<file path="src/rtl/uart_pkg.sv">
// Shared definitions for the UART receive path: handshake FSM encoding and
// the default byte width delivered by the receiver.
package uart_pkg;

    localparam int UART_PAYLOAD_BITS = 8;

    typedef enum logic [1:0] {
        IDLE = 2'd0,
        ACK  = 2'd1,
        WAIT = 2'd2
    } rx_state_e;

endpackage

</file>
<file path="src/rtl/sync_byte_fifo.sv">
// Single-clock byte FIFO with occupancy count, synchronous flush and a
// combinational head read so a written byte is visible one cycle after push.
module sync_byte_fifo #(
    parameter int DEPTH        = 4,
    parameter int PAYLOAD_BITS = 8
) (
    input  logic                    clk,
    input  logic                    reset,
    input  logic                    push,
    input  logic                    pop,
    input  logic                    flush,
    input  logic [PAYLOAD_BITS-1:0] din,
    output logic [PAYLOAD_BITS-1:0] head,
    output logic [$clog2(DEPTH):0]  level
);

    localparam int PTR_W = $clog2(DEPTH);
    localparam logic [PTR_W:0] FULL_LVL = (PTR_W + 1)'(DEPTH);

    logic [PAYLOAD_BITS-1:0] mem_q [DEPTH];
    logic [PTR_W-1:0]        wr_ptr_q;
    logic [PTR_W-1:0]        rd_ptr_q;
    logic [PTR_W:0]          level_q;
    logic                    pop_ok;
    logic                    push_ok;

    // Pops on empty are dropped; a push at full is only legal alongside a pop.
    assign pop_ok  = pop && (level_q != '0);
    assign push_ok = push && ((level_q != FULL_LVL) || pop_ok);

    always_ff @(posedge clk or posedge reset) begin
        if (reset) begin
            wr_ptr_q <= '0;
            rd_ptr_q <= '0;
            level_q  <= '0;
        end else if (flush) begin
            wr_ptr_q <= '0;
            rd_ptr_q <= '0;
            level_q  <= '0;
        end else begin
            if (push_ok) wr_ptr_q <= wr_ptr_q + 1'b1;
            if (pop_ok)  rd_ptr_q <= rd_ptr_q + 1'b1;
            case ({push_ok, pop_ok})
                2'b10:   level_q <= level_q + 1'b1;
                2'b01:   level_q <= level_q - 1'b1;
                default: level_q <= level_q;
            endcase
        end
    end

    always_ff @(posedge clk) begin
        if (push_ok && !flush) mem_q[wr_ptr_q] <= din;
    end

    assign head  = mem_q[rd_ptr_q];
    assign level = level_q;

endmodule

</file>
<file path="src/rtl/uart_rx_ctrl.sv">
// Moves bytes from a level-valid UART receiver into a small FIFO, returning a
// one-cycle acknowledge per byte and holding off while the FIFO is full.
module uart_rx_ctrl
    import uart_pkg::*;
#(
    parameter int DEPTH        = 4,
    parameter int PAYLOAD_BITS = UART_PAYLOAD_BITS
) (
    input  logic                    clk,
    input  logic                    reset,
    input  logic                    rx_valid,
    input  logic [PAYLOAD_BITS-1:0] rx_data,
    output logic                    rx_read,
    input  logic                    rd_pop,
    output logic [PAYLOAD_BITS-1:0] rd_data,
    output logic                    rd_valid,
    output logic [$clog2(DEPTH):0]  level,
    input  logic                    flush
);

    localparam int LVL_W = $clog2(DEPTH) + 1;
    localparam logic [LVL_W-1:0] FULL_LVL = LVL_W'(DEPTH);

    rx_state_e        state_q;
    rx_state_e        state_d;
    logic             rx_read_q;
    logic             push;
    logic             has_space;
    logic [LVL_W-1:0] level_w;

    // A pop at full frees the slot at the same edge the new byte lands.
    assign has_space = (level_w != FULL_LVL) || rd_pop;

    always_comb begin
        state_d = state_q;
        push    = 1'b0;
        case (state_q)
            IDLE: begin
                if (rx_valid && has_space) begin
                    push    = 1'b1;
                    state_d = ACK;
                end
            end
            ACK:  state_d = WAIT;
            WAIT: begin
                if (!rx_valid) state_d = IDLE;
            end
            default: state_d = IDLE;
        endcase
    end

    // Flush deliberately leaves the handshake alone so an owed ack still goes out.
    always_ff @(posedge clk or posedge reset) begin
        if (reset) begin
            state_q   <= IDLE;
            rx_read_q <= 1'b0;
        end else begin
            state_q   <= state_d;
            rx_read_q <= (state_d == ACK);
        end
    end

    sync_byte_fifo #(
        .DEPTH        (DEPTH),
        .PAYLOAD_BITS (PAYLOAD_BITS)
    ) u_fifo (
        .clk   (clk),
        .reset (reset),
        .push  (push),
        .pop   (rd_pop),
        .flush (flush),
        .din   (rx_data),
        .head  (rd_data),
        .level (level_w)
    );

    assign rx_read  = rx_read_q;
    assign rd_valid = (level_w != '0);
    assign level    = level_w;

endmodule

</file>
<file path="config.mk">
export PLATFORM = sky130hd
export DESIGN_NAME = uart_rx_ctrl
export DESIGN_NICKNAME = d
export VERILOG_FILES = /design/src/rtl/uart_pkg.sv /design/src/rtl/sync_byte_fifo.sv /design/src/rtl/uart_rx_ctrl.sv
export SDC_FILE = /design/constraint.sdc
export NUM_CORES = 1
export LEC_CHECK = 0
export ABC_AREA = 1
export ABC_CLOCK_PERIOD_IN_PS = 2200
export BUFFER_PORTS_ARGS = -buffer_cell sky130_fd_sc_hd__buf_2
export CAP_MARGIN = 20
export CELL_PAD_IN_SITES_DETAIL_PLACEMENT = 0
export CELL_PAD_IN_SITES_GLOBAL_PLACEMENT = 1
export CORE_UTILIZATION = 44
export CTS_CLUSTER_SIZE = 30
export DETAILED_ROUTE_END_ITERATION = 16
export PLACE_DENSITY = 0.88
export SYNTH_ARGS = -nofsm -noshare
export SYNTH_HDL_FRONTEND = slang
export SYNTH_HIERARCHICAL = 1
export SYNTH_SLANG_ARGS = --single-unit
</file>
<file path="constraint.sdc">
create_clock -name clk -period 2.2 [get_ports clk]
set_input_delay 0.44 -clock clk [delete_from_list [all_inputs] [get_ports clk]]
set_output_delay 0.44 -clock clk [all_outputs]
set_load 0.03 [all_outputs]
</file>
# Yosys cells after proc, flatten, opt, wreduce, memory -nomap -nowiden

Memories as Yosys holds them, arrays and structs flattened.
Cells that the tools add are included.

Register bits after elaboration: 10
Bits in latches: 0
Memory bits (writable): 32
Memory bits (read-only): 0
Bits of input ports: 13
Output and inout port bits: 13
Word-level logic and storage cells: 41
Memories kept: 1

Add/sub/neg operators: 4
Multipliers: 0
Div/mod/pow operators: 0
$lt $le $gt $ge: 0
Equal/unequal tests: 6
Shift-type cells: 0
Muxes and demuxes: 13
Bitwise gates (word level): 0
Reduce and logical (&&, ||, !) cells: 12

Memories:

| memory       | depth | width | rd ports | clocked after memory_dff | wr ports | RTL line             | text |
|---|---|---|---|---|---|---|---|
| u_fifo.mem_q | 4     | 8     | 1        | 0                        | 1        | sync_byte_fifo.sv:20 | `logic [PAYLOAD_BITS-1:0] mem_q [DEPTH];` |

Operators by type and width:

| cell                                                 | number |
|---|---|
| two-way mux 2 bit                                    | 6 |
| equality test 2 x 1 -> 1 bit (second input constant) | 3 |
| one-hot mux 2 bit (3 select lines)                   | 1 |
| one-hot mux 3 bit (2 select lines)                   | 1 |
| nonzero test 3 bit                                   | 2 |
| adder 2 x 1 -> 2 bit (second input constant)         | 2 |
| equality test 2 bit (second input constant)          | 2 |
| logical AND 1 bit                                    | 4 |
| two-way mux 1 bit                                    | 4 |
| nonzero test 2 bit                                   | 2 |
| adder 3 x 1 -> 3 bit (second input constant)         | 1 |
| two-way mux 3 bit                                    | 1 |
| != test 3 bit (second input constant)                | 1 |
| subtractor 3 x 1 -> 3 bit (second input constant)    | 1 |
| zero test 2 bit                                      | 1 |
| logical OR 1 bit                                     | 2 |
| zero test 1 bit                                      | 1 |

# Logic depth before layout (Yosys ltp)

Depth in word-level cells: 9
Gate-level depth with buffers: 14
Gate-level depth less buffers: 14

# Cells and area by module

Netlist, hierarchy kept.

By module, submodules not included:

| module         | times used | cells each | area each (sq um) | seq. area each (sq um) |
|---|---|---|---|---|
| sync_byte_fifo | 1          | 141        | 1677.9            | 1136.1 |
| uart_rx_ctrl   | 1          | 19         | 143.9             | 75.1 |

# Worst setup path after synthesis

Ideal clock, no wire load.

Path kind: reg-to-reg
Start: reg u_fifo.level_q[0] (netlist: u_fifo/level[0])
End: reg u_fifo.level_q[2] (netlist: u_fifo/level[2])
Setup time: 119 ps
Arrival time: 2082 ps
Required time: 2081 ps
Setup slack: 0 ps
Stages on the path, launching flop included: 15
Buffers on the path: 0
Period minus slack after synthesis: 2200 ps
Cells stage by stage: dfrtp_1 inv_1 nand2_1 nor2_1 nor2_1 inv_1 nand3_1 inv_1 fa_1 xnor2_1 inv_1 nand2_1 nand2_1 nand3_1 nand2_1

Word-level cells in the longest chain between the ends: 9
Elaborated cells between the ends (all ways): 16
Classes of those cells: add/sub (2); eq/ne (3); mux (4); reduce/logical (7)

RTL lines:

| item                                                                | RTL line             | text |
|---|---|---|
| start, declared                                                     | sync_byte_fifo.sv:23 | `logic [PTR_W:0] level_q;` |
| start signal, assigned                                              | sync_byte_fifo.sv:44 | `2'b10: level_q <= level_q + 1'b1;` |
| start signal, assigned                                              | sync_byte_fifo.sv:45 | `2'b01: level_q <= level_q - 1'b1;` |
| start signal, assigned                                              | sync_byte_fifo.sv:46 | `default: level_q <= level_q;` |
| != test 3 bit *                                                     | uart_rx_ctrl.sv:32   | `assign has_space = (level_w != FULL_LVL) \|\| rd_pop;` |
| logical OR 1 bit *                                                  | uart_rx_ctrl.sv:32   |  |
| logical AND 1 bit *                                                 | uart_rx_ctrl.sv:39   | `if (rx_valid && has_space) begin` |
| two-way mux 1 bit *                                                 | uart_rx_ctrl.sv:39   |  |
| two-way mux 1 bit *                                                 | uart_rx_ctrl.sv:37   | `case (state_q)` |
| named net push                                                      | uart_rx_ctrl.sv:27   | `logic push;` |
| logical AND 1 bit *                                                 | sync_byte_fifo.sv:29 | `assign push_ok = push && ((level_q != FULL_LVL) \|\| pop_ok);` |
| equality test 2 x 1 -> 1 bit or equality test 2 bit (tied branches) | sync_byte_fifo.sv:43 | `case ({push_ok, pop_ok})` |
| one-hot mux 3 bit (2 select lines)                                  | sync_byte_fifo.sv:43 |  |
| two-way mux 3 bit                                                   | sync_byte_fifo.sv:36 | `end else if (flush) begin` |

Mark *: on every way through the listed nets, which the timed path passes. The rest lies on a longest branch.
A chain may end at the register's enable or synchronous reset.

# Worst setup path in the final report

Start: reg state_q[1]
End: reg u_fifo.level_q[2] (netlist: u_fifo/level[2])

Word-level cells in the longest chain between the ends: 6
Elaborated cells between the ends (all ways): 8
Classes of those cells: eq/ne (2); mux (3); reduce/logical (3)

RTL lines:

| item                                                                | RTL line             | text |
|---|---|---|
| start, declared                                                     | uart_rx_ctrl.sv:24   | `rx_state_e state_q;` |
| start signal, assigned                                              | uart_rx_ctrl.sv:58   | `state_q <= state_d;` |
| zero test 2 bit *                                                   | uart_rx_ctrl.sv:37   |  |
| two-way mux 1 bit *                                                 | uart_rx_ctrl.sv:37   |  |
| named net push                                                      | uart_rx_ctrl.sv:27   |  |
| logical AND 1 bit *                                                 | sync_byte_fifo.sv:29 |  |
| equality test 2 x 1 -> 1 bit or equality test 2 bit (tied branches) | sync_byte_fifo.sv:43 |  |
| one-hot mux 3 bit (2 select lines)                                  | sync_byte_fifo.sv:43 |  |
| two-way mux 3 bit                                                   | sync_byte_fifo.sv:36 |  |

Marks and branches as above.

==> flow_summary.json <==
{
  "status": "finished, final reports clean",
  "use_met1": 0.168,
  "dr.pass1.iters": 4,
  "ir_worst_vdd_mv": 0.574,
  "async_flop_share": 0.238,
  "synth.top_cell.area_share": 0.527,
  "track_usage": 0.161,
  "hp-class": "primary input to async pin",
  "period_needed_ps": 2050,
  "crit_path_top_delay_cell": "fa_1",
  "maxSlewViolCount": 0,
  "die_h_um": 66.3,
  "area_growth_pct": 20.2,
  "nNetsFinal": 213,
  "port_buffers": 25,
  "drc": 0,
  "rsz0062_at_grt": "no",
  "ant_nets": 0,
  "grt_max_degree": 18,
  "routedWlPerCell_um": 13.5,
  "slowest_delay_ps": 410,
  "overflow": 0,
  "die_w_um": 66.3,
  "die_area_mm2": 0.00440,
  "path_class": "flop to flop",
  "synthesis.area_mm2": 0.00182,
  "p_leak_nw": 0.904,
  "multi_input_area_um2": 514,
  "coreArea_mm2": 0.00400,
  "initial_core_util": 0.455,
  "cp_data_arrival_time_ps": 2230,
  "h-tree-depth": 2,
  "seqCellArea_mm2": 0.00121,
  "tightest_slew_ps": 460,
  "syn_nets": 178,
  "ys_seq_area_frac": 0.665,
  "cts-buffers-inserted": 5,
  "cp_max_fo": 3,
  "cts_buffer_depth": 2,
  "cts_hold_buf": 0,
  "finalHoldViolCount": 0,
  "top_usage_layer": "met2",
  "p_per_area_mw_per_mm2": 1200,
  "insertion_delay_ps": 290,
  "holdWs_ps": 13.6,
  "report.power.total_mw": 2.62,
  "antennaDiodeCount": 0,
  "routabilityCongestion": 0.792,
  "grt_pass1_vias": 1160,
  "fmax_mhz": 488,
  "clk_pin_slew_ps": 80,
  "period_share": 0.931,
  "path_cells": "nor2_2, nand2_2, nor2_4, inv_1, nand3_1, inv_1, fa_1, xnor2_2, inv_1, nand2_1, nand2_1, nand3_1, nand2_1",
  "synth-edff-count": 32,
  "ys.warnings.count": 6,
  "ys_types": 23,
  "grt_antenna_before_repair": 0,
  "drive_above_1_share": 0.270,
  "root_buffer": "clkbuf_8",
  "slew_headroom": 0.693,
  "wl_um": 3330,
  "cp.required_ps": 2380,
  "synthFlopType": "edfxtp_1",
  "cp-end-kind": "flop",
  "fillCellCount": 342,
  "io-pin-count": 26,
  "critPathLaunchType": "flop",
  "routed_via_density": 5.01,
  "ys_ff_latch": 42,
  "drtIter0Drc": 39,
  "gr-usage-met3": 0.0362,
  "dr_total_vias": 1232,
  "hpwl_um": 2330,
  "cts_tree": "built",
  "syn_inst": 160,
  "synth_area_per_cell_um2": 11.4,
  "synth_area_leaders": "edfxtp_1 (53%), dfrtp_1 (14%), nor2_1 (5.2%)",
  "cts.sinks": 42,
  "synth.largest_area_cell": "edfxtp_1",
  "use_met2": 0.306,
  "setup-violations-final": 0,
  "grt_pass1_wl_um": 4990,
  "num_rows": 23,
  "fin_skew_ps": 10.7,
  "maxCapViolCount": 0
}
## critical path: cells and delay by family (launching register included)
| kind | cells | cell delay, ps |
|---|---|---|
| fa+ha+maj | 1 | 410 |
| flops | 1 | 390 |
| buf+inv | 3 | 210 |
| xor+xnor | 1 | 210 |
| simple gates | 8 | 700 |
## layout make-up
| type | instances | share of cell area |
|---|---|---|
| Sequential cell | 42 | 0.555 |
| Multi-Input combinational cell | 92 | 0.235 |
| Clock buffer | 5 | 0.0314 |
| Timing Repair Buffer | 32 | 0.0811 |
| Clock inverter | 3 | 0.0314 |
| Tap cell | 50 | 0.0286 |
| Inverter | 22 | 0.0377 |
## through the flow
stage	TNS [ps]	utilization	std cells	area [µm²]	setup WS (ps)
floorplan	0	-	160	1820	29.4
global placement	0	0.507	237	2030	128
detailed placement	-46.8	0.507	237	2030	-46.8
CTS	0	0.541	245	2160	61.7
global route	0	0.547	246	2190	9.71
finish	0	0.547	246	2190	151
## synthesized netlist by cell type, types with 2 or more instances
cell type  number
dfrtp_1        10
nor2_2          2
nand2_1        12
nand3_1         7
nor2_1         25
or2_1           2
ha_1            4
nand2_2         2
o21ai_0        17
nand4_1         2
o21ai_2         3
inv_1          21
buf_2           2
a21oi_1         4
edfxtp_1       32
o22ai_1         8
## state kept, by name, summed over array words and instances, names as in the netlist
signal / cells
u_fifo/level: 3
state_q: 2
u_fifo/rd_ptr_q: 2
rx_read: 1
u_fifo/mem_q: 32
u_fifo/wr_ptr_q: 2
## cells in the final DEF (no fill, tap or decap), types with 3 or more instances in the layout
cell	count
a21oi_1	4
buf_2	25
buf_4	7
clkbuf_8	5
dfrtp_1	7
dfrtp_2	3
edfxtp_1	32
ha_1	4
inv_1	21
nand2_1	12
nand3_1	7
nor2_1	24
o21ai_0	17
o21ai_2	3
o22ai_1	8
## layer usage
| metal | up-vias | part of all wire | wire length [µm] |
|---|---|---|---|
| li1 | 614 | - | - |
| met1 | 592 | 0.38 | 1270 |
| met2 | 21 | 0.57 | 1900 |
| met3 | 5 | 0.039 | 131 |
| met4 | 0 | 0.011 | 35 |
| met5 | - | 0 | 0 |
## logic make-up after synthesis
logic type | Yosys count | synth area share
AND/OR/NAND/NOR | 53 | 0.128
flip-flops | 42 | 0.665
AO/OA/AOI/OAI | 33 | 0.102
buffers and inverters | 26 | 0.0611
adder cells (fa/ha/maj) | 5 | 0.0385
XOR/XNOR | 1 | 0.00481
## what timing repair did
item | CTS | global route
buffers inserted | 0 | 1
resized for setup | 0 | 5
endpoints found under the setup margin | 0 | 1
## path summary, 6_finish.rpt
check / end / slack (ps) / depth (start not counted) / from
setup reg to reg: u_fifo/level[2] / 150 / 13 / state_q[1]
hold / removal: rx_read / 10 / 2 / reset
max in group asynchronous: u_fifo/level[0] / 1870 / 2 / reset
setup / recovery: u_fifo/level[2] / 150 / 13 / state_q[1]
hold reg to reg: state_q[1] / 470 / 1 / state_q[1]
min in group clk: u_fifo/mem_q[0][5] / 360 / 1 / rx_data[5]
## power breakdown
group	internal [mW]	leakage, nW	switching (mW)
clock network	0.454	0.0683	0.258
registers	0.950	0.416	0.0652
logic	0.290	0.420	0.605
total	1.69	0.904	0.929
Power figures use the tool's default switching activity.
